===== src/rtl/pc_fetch_unit_pkg.sv =====
// Shared fetch-stage types and constants.
// Imported by fetch, decode and the register-file wrapper.
package pc_fetch_unit_pkg;

    typedef enum logic [1:0] {
        IDLE  = 2'd0,
        FETCH = 2'd1,
        HOLD  = 2'd2
    } fetch_state_e;

    localparam logic [31:0] PC_INCREMENT       = 32'd4;
    localparam logic [31:0] DEF_RESET_PC       = 32'h0000_0000;
    localparam logic [31:0] DEF_PC_READ_OFFSET = 32'd8;
    localparam logic [31:0] WORD_MASK          = 32'h0000_0003;

    function automatic logic [31:0] word_align(input logic [31:0] addr);
        return addr & ~WORD_MASK;
    endfunction

endpackage


===== src/rtl/pc_fetch_unit_buffer.sv =====
// Single-entry instruction holding register between fetch and decode.
// clear beats load; hold freezes the entry against loads.
module fetch_buffer
    import pc_fetch_unit_pkg::*;
#(
    parameter logic [31:0] RESET_PC = DEF_RESET_PC
) (
    input  logic        clk_i,
    input  logic        rst_i,
    input  logic        load_i,
    input  logic        clear_i,
    input  logic        hold_i,
    input  logic [31:0] instr_i,
    input  logic [31:0] pc_i,
    output logic [31:0] instr_o,
    output logic [31:0] pc_o,
    output logic        valid_o
);

    logic [31:0] instr_q;
    logic [31:0] pc_q;
    logic        valid_q;

    // Capture a returned word, or drop the valid flag on flush/consume.
    always_ff @(posedge clk_i or posedge rst_i) begin
        if (rst_i) begin
            instr_q <= '0;
            pc_q    <= RESET_PC;
            valid_q <= 1'b0;
        end else if (clear_i) begin
            valid_q <= 1'b0;
        end else if (load_i && !hold_i) begin
            instr_q <= instr_i;
            pc_q    <= pc_i;
            valid_q <= 1'b1;
        end
    end

    assign instr_o = instr_q;
    assign pc_o    = pc_q;
    assign valid_o = valid_q;

endmodule


===== src/rtl/pc_fetch_unit.sv =====
// Fetch stage: owns the fetch PC and the instruction-memory handshake.
// Presents one instruction to decode and drives R15 (PROGCOUNT).
module pc_fetch_unit
    import pc_fetch_unit_pkg::*;
#(
    parameter logic [31:0] RESET_PC       = DEF_RESET_PC,
    parameter logic [31:0] PC_READ_OFFSET = DEF_PC_READ_OFFSET
) (
    input  logic        CLK,
    input  logic        RESET,
    input  logic        STALL,
    input  logic        BRANCH,
    input  logic [31:0] BRANCH_TARGET,
    output logic        IMEM_REQ,
    output logic [31:0] IMEM_ADDR,
    input  logic        IMEM_ACK,
    input  logic [31:0] IMEM_DATA,
    output logic [31:0] INSTR,
    output logic        INSTR_VALID,
    output logic [31:0] INSTR_PC,
    output logic [31:0] PROGCOUNT
);

    fetch_state_e state_q;
    logic [31:0]  fetch_pc_q;
    logic [31:0]  fetch_pc_d;

    logic slot_busy;
    logic consume;
    logic accept;
    logic buf_load;
    logic buf_clear;
    logic buf_hold;

    // Request is a pure decode of the state register.
    assign IMEM_REQ  = (state_q == FETCH);
    assign IMEM_ADDR = fetch_pc_q;

    // Slot occupied and decode refusing it: returned data has nowhere to go.
    assign slot_busy = INSTR_VALID && STALL;
    assign consume   = INSTR_VALID && !STALL;
    assign accept    = IMEM_REQ && IMEM_ACK && !BRANCH && !slot_busy;

    assign buf_load  = accept;
    assign buf_clear = BRANCH || (consume && !accept);
    assign buf_hold  = (state_q == HOLD);

    // Next fetch address: redirect, sequential advance, or keep.
    always_comb begin
        fetch_pc_d = fetch_pc_q;
        if (BRANCH) begin
            fetch_pc_d = word_align(BRANCH_TARGET);
        end else if (accept) begin
            fetch_pc_d = fetch_pc_q + PC_INCREMENT;
        end
    end

    // Fetch address register.
    always_ff @(posedge CLK or posedge RESET) begin
        if (RESET) begin
            fetch_pc_q <= RESET_PC;
        end else begin
            fetch_pc_q <= fetch_pc_d;
        end
    end

    // Fetch FSM; a redirect always restarts fetching.
    always_ff @(posedge CLK or posedge RESET) begin
        if (RESET) begin
            state_q <= IDLE;
        end else if (BRANCH) begin
            state_q <= FETCH;
        end else begin
            unique case (state_q)
                IDLE: begin
                    state_q <= FETCH;
                end
                FETCH: begin
                    if (slot_busy) begin
                        state_q <= HOLD;
                    end
                end
                HOLD: begin
                    if (!STALL) begin
                        state_q <= FETCH;
                    end
                end
                default: begin
                    state_q <= IDLE;
                end
            endcase
        end
    end

    fetch_buffer #(
        .RESET_PC (RESET_PC)
    ) u_fetch_buffer (
        .clk_i   (CLK),
        .rst_i   (RESET),
        .load_i  (buf_load),
        .clear_i (buf_clear),
        .hold_i  (buf_hold),
        .instr_i (IMEM_DATA),
        .pc_i    (fetch_pc_q),
        .instr_o (INSTR),
        .pc_o    (INSTR_PC),
        .valid_o (INSTR_VALID)
    );

    // R15 reads see the ARM pipeline offset.
    assign PROGCOUNT = INSTR_PC + PC_READ_OFFSET;

endmodule


===== config.mk =====
export PLATFORM = sky130hd
export DESIGN_NAME = pc_fetch_unit
export DESIGN_NICKNAME = d
export VERILOG_FILES = /design/src/rtl/pc_fetch_unit_pkg.sv /design/src/rtl/pc_fetch_unit_buffer.sv /design/src/rtl/pc_fetch_unit.sv
export SDC_FILE = /design/constraint.sdc
export NUM_CORES = 1
export LEC_CHECK = 0
export ABC_AREA = 1
export CORE_ASPECT_RATIO = 1.75
export CORE_MARGIN = 2
export CORE_UTILIZATION = 49
export CTS_CLUSTER_DIAMETER = 100
export DETAILED_ROUTE_END_ITERATION = 7
export PLACE_DENSITY = 0.85
export SYNTH_ARGS = -nofsm -noshare
export SYNTH_HDL_FRONTEND = slang
export SYNTH_SLANG_ARGS = --single-unit

===== constraint.sdc =====
create_clock -name CLK -period 5.1 [get_ports CLK]
set_input_delay 1.02 -clock CLK [delete_from_list [all_inputs] [get_ports CLK]]
set_output_delay 1.02 -clock CLK [all_outputs]
set_load 0.01 [all_outputs]

# [After elaboration in Yosys (flattened, before gate mapping)]
# Cells that the tools add are included.
[totals] register_bits=99 inputBits=69 output_inout_bits=130 wordCells=38
[classes] addsub=2 n_eq_ne=4 mux=8 bitwise_logic=1 n_reduce_logical=18
[op_table] op="$mux W32" count=2
[op_table] op="$add A32 B3 Y32 const B" count=1
[op_table] op="$add A32 B4 Y32 const B" count=1
[op_table] op="$logic_and A1 B1 Y1" count=7
[op_table] op="$mux W2" count=3
[op_table] op="$pmux W2 S3" count=1
[op_table] op="$logic_not A1 Y1" count=5
[op_table] op="$reduce_and A2 Y1" count=2
[op_table] op="$reduce_bool A2 Y1" count=2
[op_table] op="$ne A3 B2 Y1 const B" count=1
[op_table] op="$ne A3 B3 Y1 const B" count=1
[op_table] op="$eq A2 B1 Y1 const B" count=1
[op_table] op="$eq A2 B2 Y1 const B" count=1
[op_table] op="$logic_not A2 Y1" count=1
[op_table] op="$mux W1" count=2
[op_table] op="$logic_or A1 B1 Y1" count=1
[op_table] op="$not A1 Y1" count=1

# [Logic depth before layout (Yosys ltp)]
[depth] word_depth=9 depth_mapped=10 depth_no_buf=10

# [By module]
# From an unflattened synthesis, not the netlist that was laid out.
[unflattened] cells_unflattened=815 hier_area_um2=5765.5
[modules_own_cells] mod="pc_fetch_unit" n_inst=1 cells_per_inst=532 area_per_inst_um2=3159.3 seq_area_each_um2=800.8
[modules_own_cells] mod="fetch_buffer" n_inst=1 cells_per_inst=283 area_per_inst_um2=2606.2 seq_area_each_um2=1626.6

# [Least setup slack after synthesis]
# Ideal clock, no wire load.
[synth_path] path_kind="reg-to-output" from="register u_fetch_buffer.pc_q[4], in the netlist u_fetch_buffer.pc_o[4]" to="output PROGCOUNT[21]" arrival_ns=1.373 required_time_ns=4.080 path_slack_ns=2.707 path_stages_with_launch=8 path_buffers=0 cell_sequence="dfrtp_1 > ha_1 > nand2_1 > inv_1 > nand3_1 > nor2_2 > nand3_1 > xnor2_1"
[synth_via] elab_chain_len=1
[synth_lines] item="start: declaration" line_no="pc_fetch_unit_buffer.sv:21" text="logic [31:0] pc_q;"
[synth_lines] item="start signal: assignment" line_no="pc_fetch_unit_buffer.sv:34" text="pc_q <= pc_i;"
[synth_lines] item="$add A32 B4 Y32" line_no="pc_fetch_unit.sv:111" text="assign PROGCOUNT = INSTR_PC + PC_READ_OFFSET;"
[synth_lines] item="end: declaration" line_no="pc_fetch_unit.sv:21" text="output logic [31:0] PROGCOUNT"
# No other way between the ends.

# [Worst setup path in the final report]
# Same ends and word-level chain as after synthesis.

==> flow_metrics.tcl <==
set metrics [dict create \
    grt_max_degree 88 \
    cts_resized 0 \
    via_per_inst 5.18 \
    cts_max_level 3 \
    drc 0 \
    rsz0062_at_grt "false" \
    finClkSkew_ps 12.1 \
    swShare_pct 33.2 \
    clockPowerShare_pct 26.4 \
    slew_viol_final 0 \
    cts-buffers-inserted 9 \
    rows 50 \
    cts_sinks 95 \
    ys.flop_type "dfrtp_1" \
    crit_required_ps 4080 \
    io_buffers 190 \
    postRouteAntennaNets 0 \
    synth.distinct_cells 32 \
    dieHeight_um 143 \
    status "finished clean" \
    hold_class "flop to flop" \
    vias 5577 \
    reg2regPathDepth 7 \
    cts_tree "done" \
    start_util_pct 50.2 \
    syn_avg_cell_area_um2 7.07 \
    clock.fmax_mhz 295 \
    rrSetupSlack_ps 2960 \
    setup_violations 0 \
    synth_top_area_share_pct 44.2 \
    mostFrequentLayoutCell "nand2_1" \
    diodes 0 \
    synth_edf_count 0 \
    switching_power_mw 0.938 \
    slew_headroom_pct 42.4 \
    post-route-period-util_pct 66.5 \
    r2r-end "IMEM_ADDR[10]" \
    syn_inst 760 \
    p_leak_nw 3.52 \
    crit_fanout 5 \
    hpwl_um 11900 \
    hold_start "u_fetch_buffer.instr_o[16]" \
    drive_above_1_share_pct 4.75 \
    fin_tns_setup_ps 0 \
    die-area_um2 11900 \
    clockRootBuffer "clkbuf_16" \
    crit_type "flop to output pin" \
    clkLatencyLatePin_ps 350 \
    die_w_um 83.2 \
    ys.warnings.count 0 \
    min_path_cells 2 \
    ys_seq_elements 95 \
    cts.path.max_buffers 2 \
    cts_hold_buf 0 \
    syn2layout_area_growth_pct 42.5 \
    coreArea_um2 10700 \
    syn-cell-area_um2 5380 \
    seqPwrFrac_pct 38.3 \
    peakVddDrop_uv 216 \
    wl_um 16100 \
    clk_pin_slew_worst_paths_ps 80 \
    fillCellCount 844 \
    grt_first_pass_wirelength_um 25500 \
    io_pins 199 \
    hold_viol 0 \
    async_flop_share_pct 100 \
    end_kind "output pin" \
    drtPass1Iterations 7 \
    wl_per_cell_um 15.0 \
    p_int_mw 1.89 \
    finalCriticalPeriod_ps 3390 \
    globalplace.congestion 0.947 \
    tightest_slew_ps 864 \
    grt_usage_pct 27.1 \
    combPwrFrac_pct 35.2 \
    cp.arrival_ps 2370 \
    ys_seq_area_share_pct 44.2 \
    nets 1013 \
    worst_hold_slack_ps 480 \
    r2r_start "u_fetch_buffer.valid_o" \
    synth_top_area_cell "dfrtp_1" \
    multiInputGateArea_um2 2620 \
    grt_overflow 0 \
    powerDensity_nw_per_um2 369 \
    maxCapViolations 0 \
    synth.area.top_cells "dfrtp_1 44%, nand2_1 22%, nand3_1 5.7%" \
    post_cts_buffers 0 \
    grt_pass1_vias 5489 \
    start_kind "flop" \
    drt_iter0_markers 362 \
    mostFrequentLayoutCells "316 x nand2_1, 190 x clkdlybuf4s50_1, 95 x dfrtp_1" \
    fin_util_pct 71.6 \
    holdPathEnd "u_fetch_buffer.instr_o[16]" \
    antenna_found_initial 0 \
    seq_area_um2 2380 \
]
==> power groups by stage <==
stage                     sequential [mW]  combinational (mW)  clock [mW]
after floorplan                      1.13               0.366           0
after global placement               1.09               0.979           0
after detailed placement             1.09               0.995           0
after CTS                            1.08                1.00       0.755
after global routing                 1.11                1.08       0.777
final                                1.08               0.996       0.747
==> layout make-up <==
type	count	area share (%)
Sequential cell	95	31.0
Multi-Input combinational cell	579	34.1
Inverter	63	3.12
Tap cell	130	2.12
Timing Repair Buffer	194	25.2
Clock buffer	10	3.12
Clock inverter	6	1.23
==> synth_stat cells (all sizes together), types with 7 or more instances <==
master    n
clkbuf    7
xor2     13
dfrtp    95
nand3    61
a21oi    14
inv      63
nor3     12
o21ai    39
buf      21
nor2     84
nand2   322
==> stage by stage <==
stage	instance area, µm²	std cells	power [mW]	setup WS [ps]
after floorplan	5390	765	1.49	1600
after global routing	7660	1077	2.97	1540
after detailed placement	7330	1061	2.09	1510
after CTS	7660	1077	2.84	1670
final	7660	1077	2.83	1710
after global placement	7330	1061	2.07	1570
==> critical path, stage by stage (launching register included) <==
cell	delay, ps
dfrtp_1	410
ha_1	200
nand2_1	60
inv_1	110
nand3_1	140
nor2_2	250
nand3_1	140
xnor2_1	150
clkdlybuf4s50_1	550
==> state kept, by name, summed over array words and instances, names as in the netlist <==
register                count
IMEM_ADDR                  30
state_q                     2
u_fetch_buffer.instr_o     32
u_fetch_buffer.pc_o        30
u_fetch_buffer.valid_o      1
==> how the worst max path moves through the flow <==
stage | start | to | slack (ps) | cells past startpoint
floorplan | RESET | IMEM_ADDR[10] | 1600 | 1
detailed placement | BRANCH | IMEM_ADDR[12] | 1510 | 9
global route | u_fetch_buffer.pc_o[4] | PROGCOUNT[21] | 1540 | 8
finish | u_fetch_buffer.pc_o[4] | PROGCOUNT[21] | 1710 | 8
global placement | BRANCH | IMEM_ADDR[14] | 1570 | 9
CTS | u_fetch_buffer.pc_o[4] | PROGCOUNT[21] | 1670 | 8
==> per-layer routing <==
| metal | vias to the layer above | GRT usage (%) | wire length, µm |
|---|---|---|---|
| li1 | 2727 | - | - |
| met1 | 2577 | 28.3 | 5760 |
| met2 | 219 | 49.6 | 8580 |
| met3 | 54 | 5.22 | 921 |
| met4 | 0 | 16.8 | 856 |
| met5 | - | 0 | 0 |
==> cell families (layout without fill, tap and decap cells) <==
kind of cell | Yosys count | count (layout) | share of synthesized area (%)
buffers and inverters | 91 | 273 | 7.47
AND/OR/NAND/NOR | 490 | 490 | 38.5
flip-flops | 95 | 95 | 44.2
adder cells (fa/ha/maj) | 2 | 2 | 0.465
other | 1 | 6 | 0.0698
AO/OA/AOI/OAI | 62 | 62 | 6.22
XOR/XNOR | 19 | 19 | 3.10
(Power assumes the default switching activity.)
